--- config.mk ---
export PLATFORM = sky130hd
export DESIGN_NAME = button_debounce_multi_flat
export DESIGN_NICKNAME = d
export VERILOG_FILES = /design/src/rtl/button_debounce_multi_if.sv /design/src/rtl/button_debounce_multi.sv /design/src/flat_wrapper.sv
export SDC_FILE = /design/constraint.sdc
export NUM_CORES = 1
export LEC_CHECK = 0
export ABC_AREA = 1
export BUFFER_PORTS_ARGS = -buffer_cell sky130_fd_sc_hd__buf_2
export CORE_MARGIN = 5
export CORE_UTILIZATION = 55
export CTS_BUF_LIST = sky130_fd_sc_hd__clkbuf_8
export DETAILED_ROUTE_END_ITERATION = 6
export PLACE_DENSITY = 0.73
export SKIP_CTS_REPAIR_TIMING = 1
export SYNTH_ARGS = -nofsm -noshare
export SYNTH_HDL_FRONTEND = slang
export SYNTH_SLANG_ARGS = --single-unit
--- constraint.sdc ---
create_clock -name clk_in -period 1.9 [get_ports clk_in]
set_input_delay 0.19 -clock clk_in [delete_from_list [all_inputs] [get_ports clk_in]]
set_output_delay 0.19 -clock clk_in [all_outputs]
set_load 0.005 [all_outputs]
--- src/rtl/button_debounce_multi_if.sv ---
// Button conditioner interface: raw buttons in, debounced level and
// one-cycle event pulses out. The debouncer sits on the slave side.
interface button_debounce_multi_if #(
  parameter int N_BTN = 5
);
  logic [N_BTN-1:0] button;         // raw asynchronous buttons, 1 = pressed
  logic [N_BTN-1:0] level;          // debounced level
  logic [N_BTN-1:0] press_pulse;    // one cycle on accepted 0->1
  logic [N_BTN-1:0] release_pulse;  // one cycle on accepted 1->0
  logic [N_BTN-1:0] long_pulse;     // one cycle once the hold reaches LONG_CNT ticks

  // Board side: drives buttons and consumes the conditioned outputs.
  modport master (
    output button,
    input  level,
    input  press_pulse,
    input  release_pulse,
    input  long_pulse
  );

  // Debouncer side.
  modport slave (
    input  button,
    output level,
    output press_pulse,
    output release_pulse,
    output long_pulse
  );
endinterface

--- src/rtl/button_debounce_multi.sv ---
// Multi-channel pushbutton conditioner.
// Each raw button passes through a two-flop synchroniser. It is then
// debounced by a per-channel stability counter that advances only on a
// shared prescaler tick. A new level is accepted after STABLE_CNT
// consecutive ticks that disagree with the current level. All outputs are
// registered, so there is no combinational path from button to any output.
module button_debounce_multi #(
  parameter int N_BTN      = 5,
  parameter int TICK_DIV   = 100000,
  parameter int STABLE_CNT = 4,
  parameter int LONG_CNT   = 200
) (
  input  logic                   clk_in,
  input  logic                   reset,
  button_debounce_multi_if.slave bus
);

  localparam int DIV_W  = $clog2(TICK_DIV);
  localparam int STAB_W = $clog2(STABLE_CNT + 1);
  localparam int HOLD_W = $clog2(LONG_CNT + 1);

  // Synchroniser: sync2_q is the raw button delayed by two clocks.
  logic [N_BTN-1:0]  sync1_q;
  logic [N_BTN-1:0]  sync2_q;

  // Shared sample-tick prescaler.
  logic [DIV_W-1:0]  div_q;
  logic [DIV_W-1:0]  div_d;
  logic              tick;

  // Per-channel debounce and hold state.
  logic [STAB_W-1:0] stab_q [N_BTN];
  logic [STAB_W-1:0] stab_d [N_BTN];
  logic [HOLD_W-1:0] hold_q [N_BTN];
  logic [HOLD_W-1:0] hold_d [N_BTN];

  // Registered outputs.
  logic [N_BTN-1:0]  level_q;
  logic [N_BTN-1:0]  level_d;
  logic [N_BTN-1:0]  press_q;
  logic [N_BTN-1:0]  press_d;
  logic [N_BTN-1:0]  rel_q;
  logic [N_BTN-1:0]  rel_d;
  logic [N_BTN-1:0]  long_q;
  logic [N_BTN-1:0]  long_d;

  // Prescaler: counts 0..TICK_DIV-1 and wraps; tick marks the last count.
  always_comb begin
    tick  = (div_q == DIV_W'(TICK_DIV - 1));
    div_d = tick ? '0 : div_q + DIV_W'(1);
  end

  // Per-channel next state: stability filter, level update, pulses, hold counter.
  always_comb begin
    // NOTE: every signal gets a default before any branch; a path that
    // leaves a combinational output unassigned would infer a latch.
    level_d = level_q;
    press_d = '0;
    rel_d   = '0;
    long_d  = '0;
    for (int i = 0; i < N_BTN; i++) begin
      stab_d[i] = stab_q[i];
      hold_d[i] = hold_q[i];
    end

    for (int i = 0; i < N_BTN; i++) begin
      // Stability filter: only disagreeing samples on ticks count, and any
      // agreeing sample restarts the count, so short bounces are dropped.
      if (tick) begin
        if (sync2_q[i] == level_q[i]) begin
          stab_d[i] = '0;
        end else if (int'(stab_q[i]) + 1 < STABLE_CNT) begin
          stab_d[i] = stab_q[i] + STAB_W'(1);
        end else begin
          level_d[i] = sync2_q[i];
          stab_d[i]  = '0;
          press_d[i] = sync2_q[i];
          rel_d[i]   = ~sync2_q[i];
        end
      end

      // Hold counter: counts ticks of accepted-high level and saturates.
      // The long pulse fires on the single tick that reaches LONG_CNT, so
      // it cannot repeat until the level has dropped and the count cleared.
      if (!level_q[i]) begin
        hold_d[i] = '0;
      end else if (tick && (int'(hold_q[i]) < LONG_CNT)) begin
        hold_d[i] = hold_q[i] + HOLD_W'(1);
        if (int'(hold_q[i]) + 1 == LONG_CNT) begin
          long_d[i] = 1'b1;
        end
      end
    end
  end

  // State registers with synchronous active-high reset.
  always_ff @(posedge clk_in) begin
    // NOTE: sequential state uses non-blocking assignments so every flop
    // samples the pre-edge values, independent of statement order.
    if (reset) begin
      sync1_q <= '0;
      sync2_q <= '0;
      div_q   <= '0;
      level_q <= '0;
      press_q <= '0;
      rel_q   <= '0;
      long_q  <= '0;
      // NOTE: these arrays are per-channel control state, not data storage,
      // so they are reset like any other counter.
      for (int i = 0; i < N_BTN; i++) begin
        stab_q[i] <= '0;
        hold_q[i] <= '0;
      end
    end else begin
      sync1_q <= bus.button;
      sync2_q <= sync1_q;
      div_q   <= div_d;
      level_q <= level_d;
      press_q <= press_d;
      rel_q   <= rel_d;
      long_q  <= long_d;
      for (int i = 0; i < N_BTN; i++) begin
        stab_q[i] <= stab_d[i];
        hold_q[i] <= hold_d[i];
      end
    end
  end

  assign bus.level         = level_q;
  assign bus.press_pulse   = press_q;
  assign bus.release_pulse = rel_q;
  assign bus.long_pulse    = long_q;

endmodule

--- src/flat_wrapper.sv ---
// flat-port wrapper written by rule: the top's interface ports become plain ports
module button_debounce_multi_flat 
#(
  parameter int N_BTN      = 5,
  parameter int TICK_DIV   = 100000,
  parameter int STABLE_CNT = 4,
  parameter int LONG_CNT   = 200
)
  (clk_in, reset, bus_button, bus_level, bus_press_pulse, bus_release_pulse, bus_long_pulse);
  button_debounce_multi_if #(.N_BTN(N_BTN)) bus_i ();
  input  logic clk_in;
  input  logic reset;
  input wire logic [$bits(bus_i.button)-1:0] bus_button;
  output wire logic [$bits(bus_i.level)-1:0] bus_level;
  output wire logic [$bits(bus_i.press_pulse)-1:0] bus_press_pulse;
  output wire logic [$bits(bus_i.release_pulse)-1:0] bus_release_pulse;
  output wire logic [$bits(bus_i.long_pulse)-1:0] bus_long_pulse;
  assign bus_i.button = bus_button;
  assign bus_level = bus_i.level;
  assign bus_press_pulse = bus_i.press_pulse;
  assign bus_release_pulse = bus_i.release_pulse;
  assign bus_long_pulse = bus_i.long_pulse;
  button_debounce_multi #(.N_BTN(N_BTN), .TICK_DIV(TICK_DIV), .STABLE_CNT(STABLE_CNT), .LONG_CNT(LONG_CNT)) u_core (.clk_in(clk_in), .reset(reset), .bus(bus_i));
endmodule
* Word-level counts from Yosys, hierarchy flattened *
Memory sizes are Yosys's and may differ from the RTL's.
Cells that the tools add are included.

storage, ports and cells
  bits in registers = 47
  memories kept = 2
  output and inout port bits = 20
  logic and storage cells = 167
  memory bits (writable) = 55
  input bits = 7

cells by class
  eq/ne operators = 11
  magnitude comparators = 10
  muxes and demuxes = 43
  bitwise gates (word level) = 36
  add/sub/neg operators = 21
  reductions and logical operators = 21

memories
  memory         depth  width  read ports  clocked after memory_dff  write ports  RTL line                     text
  u_core.hold_q  5      8      5           0                         5            button_debounce_multi.sv:34  logic [HOLD_W-1:0] hold_q [N_BTN];
  u_core.stab_q  5      3      5           0                         5            button_debounce_multi.sv:32  logic [STAB_W-1:0] stab_q [N_BTN];

operators with widths
  cell                                                 number
  == test 32 x 9 -> 1 bit, second input constant       5
  < comparator 32 x 4 -> 1 bit, second input constant  5
  two-way mux 8 bit                                    15
  two-way mux 3 bit                                    20
  adder 8 x 1 -> 9 bit, second input constant          5
  adder 8 x 1 -> 8 bit, second input constant          5
  < comparator 8 bit, second input constant            5
  inverter 1 bit                                       26
  adder 3 x 1 -> 4 bit, second input constant          5
  OR reduction 4 bit                                   5
  adder 17 x 1 -> 17 bit, second input constant        1
  == test 17 bit, second input constant                1
  adder 3 x 1 -> 3 bit, second input constant          5
  AND reduction 3 bit                                  5
  OR reduction 3 bit                                   5
  OR 1 bit                                             10
  two-way mux 1 bit                                    8
  == test 1 bit                                        5
  logical AND 1 bit                                    5
  OR reduction 2 bit                                   1

* Longest topological paths before layout *
An unclocked memory read counts as a cell.

  depth after elaboration = 7
  mapped depth = 10
  gate-level depth less buffers = 10

* Least setup slack after synthesis *
OpenSTA, ideal clock, no wires.

  path kind = register -> register
  start = register u_core.div_q[0]
  end = memory u_core.hold_q[0][31] (netlist name)
  cell stages (with the launch flop) = 10
  setup slack = 0.435 ns
  arrival time = 1.349 ns
  clock period less this slack = 1.465 ns
  library setup time = 0.116 ns
  required time = 1.784 ns
  buffers on the path = 1
  path through = dfxtp_1 > ha_1 > nand2_1 > nor2_4 > nand3_2 > nor2_8 > nand3_2 > buf_6 > nor2_1 > nor2_1

RTL lines
  what                    RTL line                      text
  start, declared         button_debounce_multi.sv:27   logic [DIV_W-1:0] div_q;
  start signal, assigned  button_debounce_multi.sv:117  div_q <= div_d;
  end, declared           button_debounce_multi.sv:34

==> impl_metrics.yaml <==
outcome:
  run_status: "completed"
critical_path:
  crit_type: "reg -> reg"
  crit_path_max_incr_delay_ns: 0.36
  path_buf_inv: 0
  crit_arrival_ns: 1.97
  critical_path_required_ns: 2.20
  critPathMostFrequentCell: "nand2_1"
  path_max_fanout: 13
  cp.depth: 9
  crit_family: "simple AND/OR/NAND/NOR gates"
  cpMaxStageDelayCell: "dfxtp_1"
  worst_setup_path_start_kind: "flip-flop"
  path_cells: "ha_1 > nand2_1 > nor2_4 > nand3_2 > nor2_8 > nand3_2 > nand2_1 > nand2_1 > nor2_1"
  r2r_end: "u_core.hold_q[0][24]$_SDFFE_PP0P_"
  reg2reg_from: "u_core.div_q[0]$_SDFF_PP0_"
  worstRegToRegCells: 9
  cp-end-kind: "flip-flop"
  rrSetupSlack_ns: 0.23
yosys:
  synth-edff-count: 0
  synth_area_leader_cell: "dfxtp_1"
  syn_inst: 741
  synthTopCellsByArea: "dfxtp_1 (41%), nand2_1 (13%), nor2_1 (11%), inv_1 (7.1%), nand3_1 (5.7%)"
  muxShareOfSynthArea: 0
  yosysSeqAreaShare: 0.405
  ys_types: 31
  synthDominantCellAreaShare: 0.405
  synth_simple_gate_area_frac: 0.373
  yosys-top-cells-count: "nand2_1 (176), nor2_1 (153), dfxtp_1 (102), inv_1 (96), nand3_1 (57)"
  syn_avg_cell_area_um2: 6.80
  synth_top_family_by_area: "simple AND/OR/NAND/NOR gates"
  synth_most_common_cell: "nand2_1"
  ys_warn_count: 0
  synthArstFlopShare: 0
  synth_area_um2: 5040
  ys.flop_type: "dfxtp_1"
  syn_nets: 759
  synth_compound_area_frac: 0.0462
  ys_ff_latch: 102
  synth-xor-area-share: 0.0469
  yosys.area_share.adder: 0.0273
routing:
  drt_wl_total_um: 9710
  antenna_left: 0
  num_vias: 4373
  wl_per_cell_um: 11.0
  drt-vias-per-instance: 4.94
  drc: 0
  dr.pass1.iters: 4
  drt_iter0_markers: 140
floorplanning:
  die-area_um2: 11200
  boundaryPins: 27
  std_cell_rows: 35
  dieWidth_um: 106
  start_util: 0.556
  die_y_um: 106
  core-area_um2: 9060
sta:
  fin_crit_sh: 0.879
  finalHoldViolCount: 0
  worst_pin_slew_ns: 0.497
  layout_min_cycle_time_ns: 1.67
  fmax_mhz: 599
  final_max_slew_viol_count: 0
  setup_violations: 0
  slew_headroom: 0.668
  rsz0062_at_grt: "no"
  fin_tns_setup_ns: 0
  skew_ns: 0.00969
clock_tree:
  cts_buffer_depth: 2
  worstSkewPairLatency_ns: 0.36
  htreeDepth: 3
  clkTransAtPathRegs_ns: 0.10
  cts_buffers: 9
  clock-sinks: 102
  cts_tree: "yes"
  cts_root_buffer: "clkbuf_8"
place:
  place.gp.congestion: 0.842
  io_buffers: 26
  detailed_place_hpwl_um: 7120
  place_area_um2: 5260
global_route:
  antenna_found_initial: 0
  grt_max_degree: 32
  grt_pass1_wl_um: 17400
  grt-ovfl-total: 0
  grt_pass1_vias: 4144
  track_usage: 0.186
layout:
  multiInputGateArea_um2: 2490
  nFillCells: 843
  drive_gt1_frac: 0.0930
  finalNetCount: 787
  antenna_cells: 0
  final_area_um2: 5500
  area_growth_pct: 9.06
  final-seq-area_um2: 2040
power_and_ir_drop:
  power_density_nw_per_um2: 695
  power.leakage_uw: 0.00258
  ir_worst_vdd_v: 0.000430
min_path:
  hp-start: "bus_button[2]"
  holdPathStages: 3
  hold_path_end: "u_core.sync1_q[2]$_SDFF_PP0_"
  hp-class: "in -> reg"
flow_run:
  maxCapViolations: 0
==> per-stage QoR <==
| stage | hold WS (ns) | setup WS, ns | utilization | power, uW | cells |
|---|---|---|---|---|---|
| floorplan | 0.297 | 0.435 | - | 2250 | 741 |
| global placement | 0.395 | 0.289 | 0.580 | 2270 | 869 |
| detailed placement | 0.396 | 0.217 | 0.580 | 2270 | 869 |
| CTS | 0.0116 | 0.203 | 0.606 | 3860 | 885 |
| global route | 0.0137 | 0.0297 | 0.606 | 3970 | 885 |
| finish | 0.0215 | 0.230 | 0.606 | 3820 | 885 |
==> how the worst max path moves through the flow <==
stage,startpoint,end
4_1_cts,u_core.div_q[0]$_SDFF_PP0_,u_core.hold_q[0][24]$_SDFFE_PP0P_
2_1_floorplan,u_core.div_q[0]$_SDFF_PP0_,u_core.hold_q[0][31]$_SDFFE_PP0P_
5_1_grt,u_core.div_q[0]$_SDFF_PP0_,u_core.hold_q[0][6]$_SDFFE_PP0P_
3_3_place_gp,u_core.div_q[0]$_SDFF_PP0_,u_core.div_q[13]$_SDFF_PP0_
3_5_place_dp,u_core.div_q[0]$_SDFF_PP0_,u_core.hold_q[0][31]$_SDFFE_PP0P_
6_report,u_core.div_q[0]$_SDFF_PP0_,u_core.hold_q[0][24]$_SDFFE_PP0P_
==> cells by family (layout without fill, tap and decap cells) <==
logic type,Yosys count,count (layout)
flip-flops,102,102
buffers and inverters,118,151
XOR/XNOR,27,27
AO/OA/AOI/OAI,46,46
AND/OR/NAND/NOR,437,437
adder cells (fa/ha/maj),11,11
==> power breakdown <==
| part | switching (uW) | internal, uW | leakage [uW] | total [uW] |
|---|---|---|---|---|
| logic | 38.4 | 24.6 | 0.00163 | 63.0 |
| registers | 8.59 | 2150 | 0.000824 | 2160 |
| clock network | 730 | 868 | 0.000117 | 1600 |
| total | 777 | 3040 | 0.00258 | 3820 |
==> sequential cells by signal, summed over array words and instances (netlist names) <==
register / cells
u_core.hold_q: 40
u_core.div_q: 17
u_core.stab_q: 15
u_core.bus.level: 5
u_core.bus.long_pulse: 5
u_core.bus.press_pulse: 5
u_core.bus.release_pulse: 5
u_core.sync1_q: 5
u_core.sync2_q: 5
==> worst register-to-register path: stages (launching register included) <==
cell     delay, ns
dfxtp_1       0.36
ha_1          0.17
nand2_1       0.10
nor2_4        0.13
nand3_2       0.13
nor2_8        0.19
nand3_2       0.25
nand2_1       0.15
nand2_1       0.05
nor2_1        0.09
==> routing by layer <==
| metal | track usage | wire length [um] | vias up | part of all wire |
|---|---|---|---|---|
| met5 | 0 | 0 | - | 0 |
| met4 | 0.0407 | 129 | 0 | 0.013 |
| met3 | 0.0435 | 305 | 13 | 0.031 |
| met2 | 0.330 | 4680 | 58 | 0.48 |
| met1 | 0.229 | 4590 | 1955 | 0.47 |
| li1 | - | - | 2347 | - |
==> layout by cell type, fill, tap and decap left out <==
master        n
nand2_1     176
nor2_1      153
dfxtp_1     102
inv_1        97
nand3_1      57
o21ai_0      28
buf_2        26
xor2_1       23
a21oi_1      15
nor3_1       14
ha_1         11
nand4_1       9
clkbuf_8      9
nand3_2       7
nor2_2        6
buf_4         5
xnor2_1       4
inv_2         3
clkinv_1      3
nand3b_1      3
or2_2         3
nor2b_1       3
bufinv_16     3
nand2_2       2
o21ai_1       2
clkinvlp_4    2
buf_12        2
nor2_4        1
nor2_8        1
nor3_4        1
o21bai_1      1
nor3b_1       1
clkinv_2      1
==> area by class of cell <==
type                            count  area share
Timing Repair Buffer               33      0.0378
Multi-Input combinational cell    521       0.453
Clock inverter                      7      0.0207
Sequential cell                   102       0.371
Tap cell                          111      0.0253
Clock buffer                        9      0.0225
Inverter                          102      0.0696
No activity file was read; power rests on OpenSTA's default activity.
